===== config.mk =====
export PLATFORM = sky130hd
export DESIGN_NAME = lstm_compute_ctrl
export DESIGN_NICKNAME = d
export VERILOG_FILES = /design/src/rtl/lstm_pkg.sv /design/src/rtl/lstm_out_fifo.sv /design/src/rtl/lstm_compute_ctrl.sv
export SDC_FILE = /design/constraint.sdc
export NUM_CORES = 1
export LEC_CHECK = 0
export ABC_CLOCK_PERIOD_IN_PS = 6950
export BUFFER_PORTS_ARGS = -buffer_cell sky130_fd_sc_hd__buf_2
export CAP_MARGIN = 20
export CORE_ASPECT_RATIO = 0.5
export CORE_MARGIN = 10
export CORE_UTILIZATION = 59
export CTS_CLUSTER_DIAMETER = 120
export DETAILED_ROUTE_END_ITERATION = 6
export PLACE_DENSITY = 0.79
export SLEW_MARGIN = 25
export SYNTH_ARGS = -nofsm -noshare
export SYNTH_HDL_FRONTEND = slang
export SYNTH_SLANG_ARGS = --single-unit

===== constraint.sdc =====
create_clock -name clock -period 6.95 [get_ports clock]
set_input_delay 1.39 -clock clock [delete_from_list [all_inputs] [get_ports clock]]
set_output_delay 1.39 -clock clock [all_outputs]
set_load 0.01 [all_outputs]

===== src/rtl/lstm_pkg.sv =====
// Shared LSTM definitions used by the element-wise compute controller.
// Holds the pipeline depth constants, the controller state encoding and
// the layout of one buffered h_t entry.
package lstm_pkg;

  localparam int unsigned LSTM_HIDDEN_SIZE    = 16;
  localparam int unsigned LSTM_IDX_BITS       = 4;
  localparam int unsigned LSTM_INPUT_BITS     = 16;
  localparam int unsigned NUM_LSTM_ACT_STAGE  = 5;
  localparam int unsigned NUM_LSTM_MULT_STAGE = 4;

  typedef enum logic [1:0] {
    IDLE  = 2'd0,
    RUN   = 2'd1,
    DRAIN = 2'd2
  } LSTM_CTRL_STATE;

  typedef struct packed {
    logic [LSTM_INPUT_BITS-1:0] data;
    logic [LSTM_IDX_BITS-1:0]   idx;
  } LSTM_H_ENTRY;

endpackage


===== src/rtl/lstm_out_fifo.sv =====
// Synchronous FIFO buffering h_t results for the downstream consumer.
// Ports:
//   clock, reset   - clock and synchronous active-high reset
//   push/push_data - write one entry (dropped if full; flagged by assertion)
//   pop            - remove the head entry when one is present
//   head_valid     - FIFO holds at least one entry
//   head_data      - head entry, reads 0 while empty
//   count          - number of stored entries
module lstm_out_fifo #(
  parameter int unsigned WIDTH = 20,
  parameter int unsigned DEPTH = 4
) (
  input  logic                    clock,
  input  logic                    reset,
  input  logic                    push,
  input  logic [WIDTH-1:0]        push_data,
  input  logic                    pop,
  output logic                    head_valid,
  output logic [WIDTH-1:0]        head_data,
  output logic [$clog2(DEPTH):0]  count
);

  localparam int unsigned PTR_BITS = $clog2(DEPTH);
  localparam int unsigned CNT_BITS = PTR_BITS + 1;

  logic [WIDTH-1:0]    mem_q [DEPTH];
  logic [WIDTH-1:0]    mem_d [DEPTH];
  logic [PTR_BITS-1:0] wr_ptr_q, wr_ptr_d;
  logic [PTR_BITS-1:0] rd_ptr_q, rd_ptr_d;
  logic [CNT_BITS-1:0] count_q, count_d;
  logic                full;
  logic                do_push;
  logic                do_pop;

  always_comb begin
    full       = (count_q == CNT_BITS'(DEPTH));
    head_valid = (count_q != '0);
    do_push    = push && !full;
    do_pop     = pop && head_valid;
    head_data  = head_valid ? mem_q[rd_ptr_q] : '0;
    count      = count_q;
  end

  // Pointers wrap naturally because DEPTH is a power of two.
  always_comb begin
    mem_d    = mem_q;
    wr_ptr_d = wr_ptr_q;
    rd_ptr_d = rd_ptr_q;
    count_d  = count_q;
    if (do_push) begin
      mem_d[wr_ptr_q] = push_data;
      wr_ptr_d        = wr_ptr_q + PTR_BITS'(1);
    end
    if (do_pop) begin
      rd_ptr_d = rd_ptr_q + PTR_BITS'(1);
    end
    case ({do_push, do_pop})
      2'b10:   count_d = count_q + CNT_BITS'(1);
      2'b01:   count_d = count_q - CNT_BITS'(1);
      default: count_d = count_q;
    endcase
  end

  always_ff @(posedge clock) begin
    if (reset) begin
      for (int unsigned i = 0; i < DEPTH; i++) begin
        mem_q[i] <= '0;
      end
      wr_ptr_q <= '0;
      rd_ptr_q <= '0;
      count_q  <= '0;
    end else begin
      mem_q    <= mem_d;
      wr_ptr_q <= wr_ptr_d;
      rd_ptr_q <= rd_ptr_d;
      count_q  <= count_d;
    end
  end

  // Admission credits should make a push into a full buffer impossible.
  always_ff @(posedge clock) begin
    if (!reset) begin
      assert (!(push && full));
    end
  end

endmodule


===== src/rtl/lstm_compute_ctrl.sv =====
// Sequencer and h_t output buffer for the LSTM element-wise datapath.
// Admits HIDDEN_SIZE gate packets per timestep, tags each launched element
// with its index as it travels the fixed-latency datapath, times the CRAM
// read of c_(t-1) and write of c_t, and captures h_t into a FIFO.
// Ports:
//   clock, reset               - clock and synchronous active-high reset
//   start                      - begin a timestep (honoured in IDLE only)
//   busy, done                 - RUN/DRAIN indicator, last-capture pulse
//   gate_valid/gate_ready      - CMVU packet handshake
//   dp_launch                  - packet enters the datapath this cycle
//   cram_rd_en/cram_rd_addr    - read c_(t-1) for the tagged element
//   cram_wr_en/cram_wr_addr    - write c_t for the tagged element
//   dp_h_data                  - datapath h_t output
//   out_valid/out_ready        - output handshake
//   out_data/out_idx           - buffered h_t value and its element index
module lstm_compute_ctrl
  import lstm_pkg::*;
#(
  parameter int unsigned HIDDEN_SIZE = LSTM_HIDDEN_SIZE,
  parameter int unsigned IDX_BITS    = LSTM_IDX_BITS,
  parameter int unsigned DATA_BITS   = LSTM_INPUT_BITS,
  parameter int unsigned ACT_LAT     = NUM_LSTM_ACT_STAGE,
  parameter int unsigned MULT_LAT    = NUM_LSTM_MULT_STAGE,
  parameter int unsigned CRAM_RD_LAT = 1,
  parameter int unsigned FIFO_DEPTH  = 4
) (
  input  logic                 clock,
  input  logic                 reset,
  input  logic                 start,
  output logic                 busy,
  output logic                 done,
  input  logic                 gate_valid,
  output logic                 gate_ready,
  output logic                 dp_launch,
  output logic                 cram_rd_en,
  output logic [IDX_BITS-1:0]  cram_rd_addr,
  output logic                 cram_wr_en,
  output logic [IDX_BITS-1:0]  cram_wr_addr,
  input  logic [DATA_BITS-1:0] dp_h_data,
  output logic                 out_valid,
  input  logic                 out_ready,
  output logic [DATA_BITS-1:0] out_data,
  output logic [IDX_BITS-1:0]  out_idx
);

  localparam int unsigned L_C      = ACT_LAT + MULT_LAT + 1;
  localparam int unsigned L_H      = L_C + ACT_LAT + MULT_LAT;
  localparam int unsigned RD_OFF   = ACT_LAT - CRAM_RD_LAT;
  localparam int unsigned CNT_BITS = $clog2(FIFO_DEPTH) + 1;
  localparam logic [IDX_BITS-1:0] LAST_IDX = IDX_BITS'(HIDDEN_SIZE - 1);

  typedef struct packed {
    logic                valid;
    logic [IDX_BITS-1:0] idx;
  } tag_t;

  LSTM_CTRL_STATE       state_q, state_d;
  logic [IDX_BITS-1:0]  issue_idx_q, issue_idx_d;
  logic [CNT_BITS-1:0]  inflight_q, inflight_d;
  tag_t                 tag_q [L_H];
  tag_t                 tag_d [L_H];

  logic [CNT_BITS-1:0]  fifo_count;
  logic [CNT_BITS:0]    credit_sum;
  logic                 credit_ok;
  logic                 capture;
  logic                 last_capture;
  LSTM_H_ENTRY          push_entry;
  LSTM_H_ENTRY          head_entry;

  // Stage j of the tag pipe holds the element launched j+1 cycles ago.
  always_comb begin
    tag_d[0].valid = dp_launch;
    tag_d[0].idx   = issue_idx_q;
    for (int unsigned i = 1; i < L_H; i++) begin
      tag_d[i] = tag_q[i-1];
    end
  end

  always_comb begin
    capture      = tag_q[L_H-1].valid;
    last_capture = capture && (inflight_q == CNT_BITS'(1));
    credit_sum   = {1'b0, inflight_q} + {1'b0, fifo_count};
    credit_ok    = (credit_sum < (CNT_BITS+1)'(FIFO_DEPTH));
  end

  always_comb begin
    inflight_d = inflight_q;
    case ({dp_launch, capture})
      2'b10:   inflight_d = inflight_q + CNT_BITS'(1);
      2'b01:   inflight_d = inflight_q - CNT_BITS'(1);
      default: inflight_d = inflight_q;
    endcase
  end

  // State register and all controller flops.
  always_ff @(posedge clock) begin
    if (reset) begin
      state_q     <= IDLE;
      issue_idx_q <= '0;
      inflight_q  <= '0;
      for (int unsigned i = 0; i < L_H; i++) begin
        tag_q[i] <= '0;
      end
    end else begin
      state_q     <= state_d;
      issue_idx_q <= issue_idx_d;
      inflight_q  <= inflight_d;
      tag_q       <= tag_d;
    end
  end

  // Next-state logic.
  always_comb begin
    state_d     = state_q;
    issue_idx_d = issue_idx_q;
    case (state_q)
      IDLE: begin
        if (start) begin
          state_d     = RUN;
          issue_idx_d = '0;
        end
      end
      RUN: begin
        if (dp_launch) begin
          issue_idx_d = issue_idx_q + IDX_BITS'(1);
          if (issue_idx_q == LAST_IDX) begin
            state_d = DRAIN;
          end
        end
      end
      DRAIN: begin
        if (last_capture) begin
          state_d = IDLE;
        end
      end
      default: state_d = IDLE;
    endcase
  end

  // Output logic.
  always_comb begin
    busy         = (state_q != IDLE);
    gate_ready   = (state_q == RUN) && credit_ok;
    dp_launch    = gate_valid && gate_ready;
    done         = (state_q == DRAIN) && last_capture;
    cram_rd_en   = tag_q[RD_OFF-1].valid;
    cram_rd_addr = cram_rd_en ? tag_q[RD_OFF-1].idx : '0;
    cram_wr_en   = tag_q[L_C-1].valid;
    cram_wr_addr = cram_wr_en ? tag_q[L_C-1].idx : '0;
  end

  always_comb begin
    push_entry.data = LSTM_INPUT_BITS'(dp_h_data);
    push_entry.idx  = LSTM_IDX_BITS'(tag_q[L_H-1].idx);
    out_data        = DATA_BITS'(head_entry.data);
    out_idx         = IDX_BITS'(head_entry.idx);
  end

  lstm_out_fifo #(
    .WIDTH ($bits(LSTM_H_ENTRY)),
    .DEPTH (FIFO_DEPTH)
  ) u_out_fifo (
    .clock      (clock),
    .reset      (reset),
    .push       (capture),
    .push_data  (push_entry),
    .pop        (out_ready),
    .head_valid (out_valid),
    .head_data  (head_entry),
    .count      (fifo_count)
  );

endmodule

Word level (Yosys, flattened, before mapping)
Cells that the tools add are included.
{ "totals": {"in_bits": 21, "regBits": 191, "word_cells": 110} }
{ "classes": {"n_eq_ne": 13, "addsub": 8, "n_mux": 19, "magnitude_cmp": 4, "bitwise_logic": 2, "reduce_logical": 16} }
{ "ops": {"columns": ["operator", "n"], "rows": [
  ["$bwmux W80", 1],
  ["$mux W20", 4],
  ["$bmux W20 S2", 1],
  ["$demux W20 S2", 1],
  ["$mux W4", 4],
  ["$pmux W3 S2", 2],
  ["$mux W2", 4],
  ["$ne A2 B2 Y1 const B", 4],
  ["$pmux W4 S2", 1],
  ["$reduce_bool A2 Y1", 4],
  ["$logic_and A1 B1 Y1", 7],
  ["$add A3 B1 Y3 const B", 2],
  ["$eq A2 B1 Y1 const B", 3],
  ["$eq A2 B2 Y1 const B", 3],
  ["$ge A3 B3 Y1 const B", 2],
  ["$not A2 Y3", 2],
  ["$pmux W2 S3", 1],
  ["$sub A3 B1 Y3 const B", 2],
  ["$add A2 B1 Y2 const B", 2],
  ["$add A3 B3 Y4", 1],
  ["$add A4 B1 Y4 const B", 1],
  ["$eq A4 B4 Y1 const B", 1],
  ["$lt A4 B3 Y1 const B", 1],
  ["$reduce_and A4 Y1", 1],
  ["7 further kinds", 7]
]} }

Depth between registers and ports, before layout
Gate-level depths: netlist of the first run.
{ "logic_depth": {"word_depth": 6, "mapped_depth": 9, "depth_no_buf": 8} }

Modules after synthesis
Synthesis of the first run repeated with hierarchy kept, for this count alone.
{ "hier_totals": {"hier_cells": 645, "area_unflattened_um2": 7277.0} }
{ "by_module_without_submodules": {"columns": ["module", "seq_area_each_um2", "instances", "cells_per_inst", "area_each_um2"], "rows": [
  ["lstm_out_fifo", 1741.7, 1, 376, 4152.7],
  ["lstm_compute_ctrl", 2082.0, 1, 269, 3124.2]
]} }

Worst setup path before layout of the first run
OpenSTA, ideal clock, no wires.
{ "synth_path": {"path_kind": "input to output", "from": "input port gate_valid", "to": "output port dp_launch", "path_slack_ps": 3928, "arrival_time_ps": 1632, "cell_stages": 2, "path_cell_list": "nand4_4 > inv_1"} }
{ "synth_via": {"elab_chain_cells": 1} }
{ "synth_rtl": {"columns": ["element", "line_no", "rtl"], "rows": [
  ["start, declared", "lstm_compute_ctrl.sv:32", "input logic gate_valid,"],
  ["$logic_and A1 B1 Y1", "lstm_compute_ctrl.sv:145", "dp_launch = gate_valid && gate_ready;"],
  ["end, declared", "lstm_compute_ctrl.sv:34", "output logic dp_launch,"]
]} }
No other way between the ends.

Final worst setup path of the first run
{ "layout_path": {"from": "register u_out_fifo.rd_ptr_q[0]", "to": "output port out_data[4]"} }
{ "layout_via": {"elab_chain_cells": 5} }
{ "layout_rtl": {"columns": ["element", "line_no", "rtl"], "rows": [
  ["start, declared", "lstm_out_fifo.sv:29", "logic [PTR_BITS-1:0] rd_ptr_q, rd_ptr_d;"],
  ["start signal, assigned", "lstm_out_fifo.sv:75", "rd_ptr_q <= rd_ptr_d;"],
  ["$not A2 Y3 (implied by the code)", "lstm_out_fifo.sv:40", "head_data = head_valid ? mem_q[rd_ptr_q] : '0;"],
  ["$bmux W20 S2", "lstm_out_fifo.sv:40", null],
  ["$mux W20 (implied by the code) (2 in a row)", "lstm_out_fifo.sv:40", null],
  ["$mux W20", "lstm_out_fifo.sv:40", null],
  ["end, declared", "lstm_compute_ctrl.sv:42", "output logic [DATA_BITS-1:0] out_data,"]
]} }
No other way between the ends. The select of a mux whose other input is x is not followed.

==> results by group, run 1 <==
GRT
  • All-Layer GR Usage: 0.142
  • First-pass GRT wire length: about 20000 µm
  • Initial antenna violation count: 0
  • Grt total ovfl: 0
  • Vias in the first global route: ~3900
  • Largest net degree at the start of global routing: about 110

Clocking
  • CTS Sinks: between 150 and 200
  • Clock-pin slew on the worst setup and hold paths: ~0.070 ns
  • Cts hold-fix bufs: 0
  • Post-CTS setup buffer count: 0
  • Worst-skew pair later-pin latency: around 0.43 ns
  • H-tree depth: 4
  • Max clock buf depth: 2
  • CTS tree: yes
  • Total CTS buffers: 17
  • Post-CTS resize count: 0
  • CTS root buf: clkbuf_16

Setup path
  • Critical path required time: 5.56 ns
  • CP Max Fanout: 22
  • Crit path largest cell delay: 0.86 ns
  • CP startpoint: u_out_fifo.rd_ptr_q[0]
  • CP max stage cell: dfxtp_2
  • Critical path start-end classification: reg2out
  • Type of origin of the critical path: register
  • Crit end category: output port
  • Crit path arrival time: around 2.2 ns
  • Worst r2r src: u_out_fifo.count[0]
  • Critical-path cell list: mux4_2, and2_1, buf_2

Timing
  • Final Cycle Share: 0.516
  • Final Hold Violating Endpoints: 0
  • Final setup violation count: 0
  • Slew @ Worst Pin: just over 0.8 ns
  • Fmax: approximately 280 MHz
  • Min cycle time layout: about 3.6 ns
  • RSZ-0062 raised after global routing: false
  • Final Max Slew Viols: 0
  • Setup TNS: 0 ns
  • Clock skew: about 0.01 ns
  • Slew headroom: 0.455

Route
  • Drt wl/cell: about 14 µm
  • DR iter-0 viols: 283
  • First-pass DRT Iterations: 4
  • Routed vias/inst: about 5.0
  • Remaining DRCs: 0
  • Total wire length: 11800 µm
  • DR vias: about 4100
  • DRT antenna net count: 0

Worst hold path
  • Worst Hold Class: reg2reg
  • Worst hold start: tag_d[35]

Cells and area
  • Syn-to-layout area delta: 10.9%
  • Fillcell total: around 920
  • Number of diodes: 0
  • Nets: just under 700
  • Layout cells sized above 1: 0.175
  • Reg area: approximately 0.0038 mm²
  • Multi-input logic area: 0.00296 mm²
  • Cell area after layout: just under 0.008 mm²

Floorplan
  • Die Span Y: 97.5 µm
  • Initial Util: 0.602
  • Die area: about 0.017 mm²
  • I/O Pins: 56
  • Die width: between 150 and 200 µm
  • Num rows: 28
  • Core ar.: 0.0118 mm²

Placed design
  • Placed cell areas: about 0.0073 mm²
  • Hpwl dp: 6860 µm
  • # port buffers: 55
  • Placer congestion estimate: ~0.71

Yosys
  • Synthesized cell area: 0.00709 mm²
  • Post-Syn Nets: approximately 650
  • Mean post-synth cell area: between 10 and 15 µm²
  • Seq/Total Area, Yosys: 0.539
  • Syn Inst Count: 618
  • EDFF count, synth: 0
  • YS warnings: 0
  • Synth cell types: 35
  • Ys flop type: dfxtp_1
  • Ys async rst share: 0
  • #FFs+latches synth: 191

Power and ir drop
  • Peak supply drop: 0.000149 V
  • Static Leakage: 3.65 nW
  • Pwr Density: 261 mW/mm²

Run status
  • Run status: finished clean

Flow run
  • Max cap viols: 0
state kept, by name (all words and copies together) (netlist names):
name / cells
capture: 1
u_out_fifo.wr_ptr_q: 2
push_entry: 4
tag_d: 88
issue_idx_q: 4
state_q: 2
cram_wr_en: 1
cram_rd_en: 1
inflight_q: 3
u_out_fifo.count: 3
u_out_fifo.mem_q: 80
u_out_fifo.rd_ptr_q: 2
logic make-up (layout without fill, tap and decap cells):
| family | after synthesis | count (layout) | share of synthesized area |
|---|---|---|---|
| simple gates | 248 | 248 | 0.195 |
| flops | 191 | 191 | 0.539 |
| mux | 102 | 102 | 0.179 |
| buf+inv | 44 | 96 | 0.0436 |
| fa+ha+maj | 13 | 13 | 0.0240 |
| compound gates | 13 | 13 | 0.0102 |
| xor+xnor | 7 | 7 | 0.00865 |
critical path: cells and delay by family, from the launching register on:
family	cells	cell delay (ns)
flip-flops	1	0.86
multiplexers	1	0.59
buffers and inverters	1	0.14
AND/OR/NAND/NOR	1	0.19
final timing paths:
path / slack [ns] / cells past startpoint / end
worst min register to register: 0.44 / 1 / tag_d[30]
worst min-delay path: 0.44 / 1 / tag_d[30]
worst max register to register: 4.26 / 8 / u_out_fifo.count[2]
worst max-delay path: 3.37 / 3 / out_data[4]
placed cells by master, fill, tap and decap left out, types with 2 or more instances in the layout:
cell,count
a21oi_1,6
and2_1,29
buf_2,54
buf_6,2
clkbuf_16,17
clkinv_2,2
clkinvlp_4,2
dfxtp_1,189
dfxtp_2,2
ha_1,12
inv_1,8
inv_6,5
inv_8,4
mux2i_1,82
mux4_2,20
nand2_1,3
nand3_1,7
nand3_4,4
nand3b_1,4
nor2_1,92
nor2b_1,96
nor3b_1,2
o21ai_0,4
or3_1,4
xnor2_1,2
xor2_1,5
power breakdown:
| group | internal [mW] | switching [mW] |
|---|---|---|
| registers | 1.10 | 0.00237 |
| logic | 0.0125 | 0.0291 |
| clock network | 0.473 | 0.438 |
metrics by stage:
step / power [mW] / setup WS (ns) / hold slack (ns) / cells / utilization
2_1_floorplan: 1.15 / 3.93 / 0.414 / 618 / -
3_3_place_gp: 1.16 / 3.66 / 0.416 / 803 / 0.621
3_5_place_dp: 1.17 / 3.65 / 0.423 / 803 / 0.621
4_1_cts: 2.07 / 3.29 / 0.440 / 835 / 0.668
5_1_grt: 2.12 / 3.20 / 0.451 / 835 / 0.668
6_report: 2.05 / 3.37 / 0.436 / 835 / 0.668
synthesized netlist by cell type (all sizes together), types with 2 or more instances:
cell type | count | area share
inv | 8 | 0.0042
nor3b | 2 | 0.0021
mux4 | 20 | 0.064
nand3 | 11 | 0.015
buf | 13 | 0.027
nand2 | 3 | 0.0016
xor2 | 5 | 0.0062
xnor2 | 2 | 0.0025
nand3b | 4 | 0.0042
nor2 | 92 | 0.049
and2 | 29 | 0.026
nor2b | 96 | 0.085
dfxtp | 191 | 0.54
or3 | 4 | 0.0035
a21oi | 6 | 0.0042
mux2i | 82 | 0.12
ha | 12 | 0.021
o21ai | 4 | 0.0028
clkbuf | 23 | 0.012
per-layer routing:
metal | vias to the layer above | track usage | part of all wire
met3 | 9 | 0.0578 | 0.055
met2 | 75 | 0.210 | 0.44
met5 | - | 0 | 0
li1 | 2108 | - | -
met4 | 0 | 0.0447 | 0.0087
met1 | 1956 | 0.184 | 0.50
cell type report:
type,instances,share of cell area
clock buffers,18,0.0546
well taps,165,0.0263
repair buffers,56,0.0372
multi-input cells,383,0.376
flip-flops and latches,191,0.487
clock inverters,14,0.0156
inverters,8,0.00382
(Power assumes the default switching activity.)
==> run 2: changes to the inputs <==
ABC_AREA = 1   (was unset)
ABC_CLOCK_PERIOD_IN_PS = 3100   (was 6950)
CORE_UTILIZATION = 53   (was 59)
PLACE_DENSITY = 0.75   (was 0.79)
clock period = 3.1 ns   (was 6.95 ns; I/O delays follow)
==> results by group, run 2 <==
Run status
  • Run status: finished clean

Clocking
  • H-tree depth: 4
  • CTS Sinks: 191
  • CTS root buf: clkbuf_16
  • Post-CTS setup buffer count: 0
  • Cts hold-fix bufs: 0
  • CTS tree: yes
  • Clock-pin slew on the worst setup and hold paths: 0.07 ns
  • Post-CTS resize count: 0
  • Max clock buf depth: 2
  • Worst-skew pair later-pin latency: roughly 0.43 ns
  • Total CTS buffers: 17

Floorplan
  • Core ar.: between 0.01 and 0.015 mm²
  • Die area: approximately 0.019 mm²
  • Die Span Y: 102 µm
  • I/O Pins: 56
  • Initial Util: 0.550
  • Num rows: 29
  • Die width: 183 µm

Cells and area
  • Nets: 968
  • Layout cells sized above 1: 0.113
  • Most frequent cells in the layout: 191 x dfxtp_1, 164 x inv_1, 158 x a21oi_1
  • Max reg flops: roughly 90
  • Finished Layout Cells: ~1100
  • Post-Route Utilization: 0.627
  • Syn-to-layout area delta: 14.1%
  • Commonest non-fill, non-tap cell in the layout: dfxtp_1
  • Number of diodes: 0

Power and ir drop
  • Static Leakage: 3.04 nW
  • Peak supply drop: between 0.0003 and 0.0004 V
  • Pwr Density: 639 mW/mm²

Yosys
  • EDFF count, synth: 0
  • Synth cell types: 23
  • Synthesized cell area: just over 0.007 mm²
  • Ys async rst share: 0
  • Most common cell in the netlist: dfxtp_1
  • Mean post-synth cell area: 7.81 µm²
  • Top cells by area, synth: dfxtp_1 54%, a21oi_1 11%, inv_1 8.7%
  • Commonest cells in the netlist: 191 x dfxtp_1, 164 x inv_1, 158 x a21oi_1
  • Area share of the largest cell type after synthesis: 0.542
  • Area leader, netlist: dfxtp_1
  • Ys flop type: dfxtp_1
  • YS warnings: 0
  • Syn Inst Count: ~900
  • Post-Syn Nets: between 900 and 1000
  • #FFs+latches synth: around 190
  • Seq/Total Area, Yosys: 0.542

Timing
  • Final Max Slew Viols: 0
  • RSZ-0062 raised after global routing: false
  • WHS: approximately 0.4 ns
  • Setup TNS: 0 ns
  • Slew headroom: 0.423
  • Clock skew: about 0.0094 ns
  • Final Hold Violating Endpoints: 0
  • Min cycle time layout: between 2 and 3 ns
  • Final setup violation count: 0
  • Final Cycle Share: 0.852
  • Fmax: ~380 MHz
  • Slew @ Worst Pin: approximately 0.86 ns

Setup path
  • Type of origin of the critical path: register
  • Critical-path cell list: buf_4, inv_1, buf_4, a21oi_1, o21ai_0, a21oi_1, buf_2
  • Crit path largest cell delay: approximately 0.33 ns
  • Reg2reg path depth: 5
  • Critical path required time: between 2 and 2.5 ns
  • Crit path arrival time: about 2 ns
  • CP max stage cell: dfxtp_1
  • CP Max Fanout: 34
  • Reg2Reg Setup Slack: around 0.83 ns
  • RR Endpoint: u_out_fifo.mem_q[73]
  • Crit end category: output port
  • Worst r2r src: u_out_fifo.wr_ptr_q[0]
  • Critical path start-end classification: reg2out

Route
  • Routed vias/inst: 5.06
  • Total wire length: 14600 µm
  • First-pass DRT Iterations: 7
  • Remaining DRCs: 0
  • DR vias: ~5700
  • DRT antenna net count: 0
  • DR iter-0 viols: 500
  • Drt wl/cell: around 13 µm

GRT
  • Initial antenna violation count: 0
  • Vias in the first global route: ~5300
  • Grt total ovfl: 0
  • All-Layer GR Usage: 0.158
  • First-pass GRT wire length: 24500 µm
  • Largest net degree at the start of global routing: around 140

Worst hold path
  • Worst Hold Class: reg2reg
  • Hold endpoint: tag_d[1]
  • Hold path cells: 2
  • Worst hold start: tag_d[6]

Placed design
  • Placer congestion estimate: 0.794
  • Placed insts: 1085
  • # port buffers: between 50 and 60
  • Hpwl dp: about 9000 µm

Flow run
  • Max cap viols: 0
-- run 2: cell count changes after synthesis, sizes merged, moves of 64 or more --
cell / previous run / this run
o21ai: 4 / 94
nor2b: 96 / 0
inv: 8 / 165
nand2: 3 / 67
mux2i: 82 / 0
a21oi: 6 / 158
-- run 2: area by class of cell --
cell class / instances / area, µm²
clock buffer: 17 / 425
fill: 1132 / 4790
tap: 170 / 213
clock inverter: 15 / 204
inverter: 165 / 619
multi-input combinational: 491 / 2390
sequential: 191 / 3820
timing repair buffer: 68 / 388
-- run 2: through the flow --
step,power [mW],setup slack (ns),cell area [µm²]
2_1_floorplan,2.82,1.17,7060
3_3_place_gp,2.96,0.922,7430
3_5_place_dp,2.97,0.853,7430
4_1_cts,5.19,0.431,8060
5_1_grt,5.35,0.225,8060
6_report,5.15,0.459,8060
-- run 2: logic make-up (layout without fill, tap and decap cells) --
family,Yosys count,after routing,share of synthesized area
xor gates and xnor gates,1,1,0.00124
and+or+nand+nor,224,224,0.130
buffers and inverters,222,265,0.122
adders and majority gates,13,13,0.0241
AOI/OAI and AO/OA,253,253,0.180
DFF,191,191,0.542
-- run 2: power by group --
| group | internal [mW] | leakage, nW | total, mW | switching, mW |
|---|---|---|---|---|
| clock network | 1.12 | 0.303 | 2.23 | 1.11 |
| registers | 2.47 | 1.54 | 2.49 | 0.0173 |
| logic | 0.133 | 1.20 | 0.429 | 0.296 |
| total | 3.72 | 3.04 | 5.15 | 1.42 |
-- run 2: worst max path at each step --
stage / startpoint / cells after the start / to / slack (ns)
after floorplan: out_ready / 9 / u_out_fifo.count[2] / 1.17
final: u_out_fifo.rd_ptr_q[0] / 7 / out_idx[3] / 0.46
after global routing: u_out_fifo.rd_ptr_q[0] / 7 / out_idx[3] / 0.22
after global placement: u_out_fifo.rd_ptr_q[0] / 7 / out_idx[3] / 0.92
after CTS: u_out_fifo.rd_ptr_q[0] / 7 / out_idx[3] / 0.43
after detailed placement: u_out_fifo.count[1] / 6 / u_out_fifo.mem_q[29] / 0.85
-- run 2: worst max-delay path: cells and delay by family (launching register included) --
family	cells	cell delay, ns
buffers and inverters	4	0.83
AOI/OAI and AO/OA	3	0.43
DFF	1	0.33
-- run 2: per-layer routing --
| layer | part of all wire | vias up | track usage |
|---|---|---|---|
| met5 | 0 | - | 0 |
| met4 | 0.0087 | 0 | 0.0501 |
| met3 | 0.065 | 16 | 0.0450 |
| met2 | 0.47 | 147 | 0.265 |
| met1 | 0.46 | 2590 | 0.195 |
| li1 | - | 2898 | - |
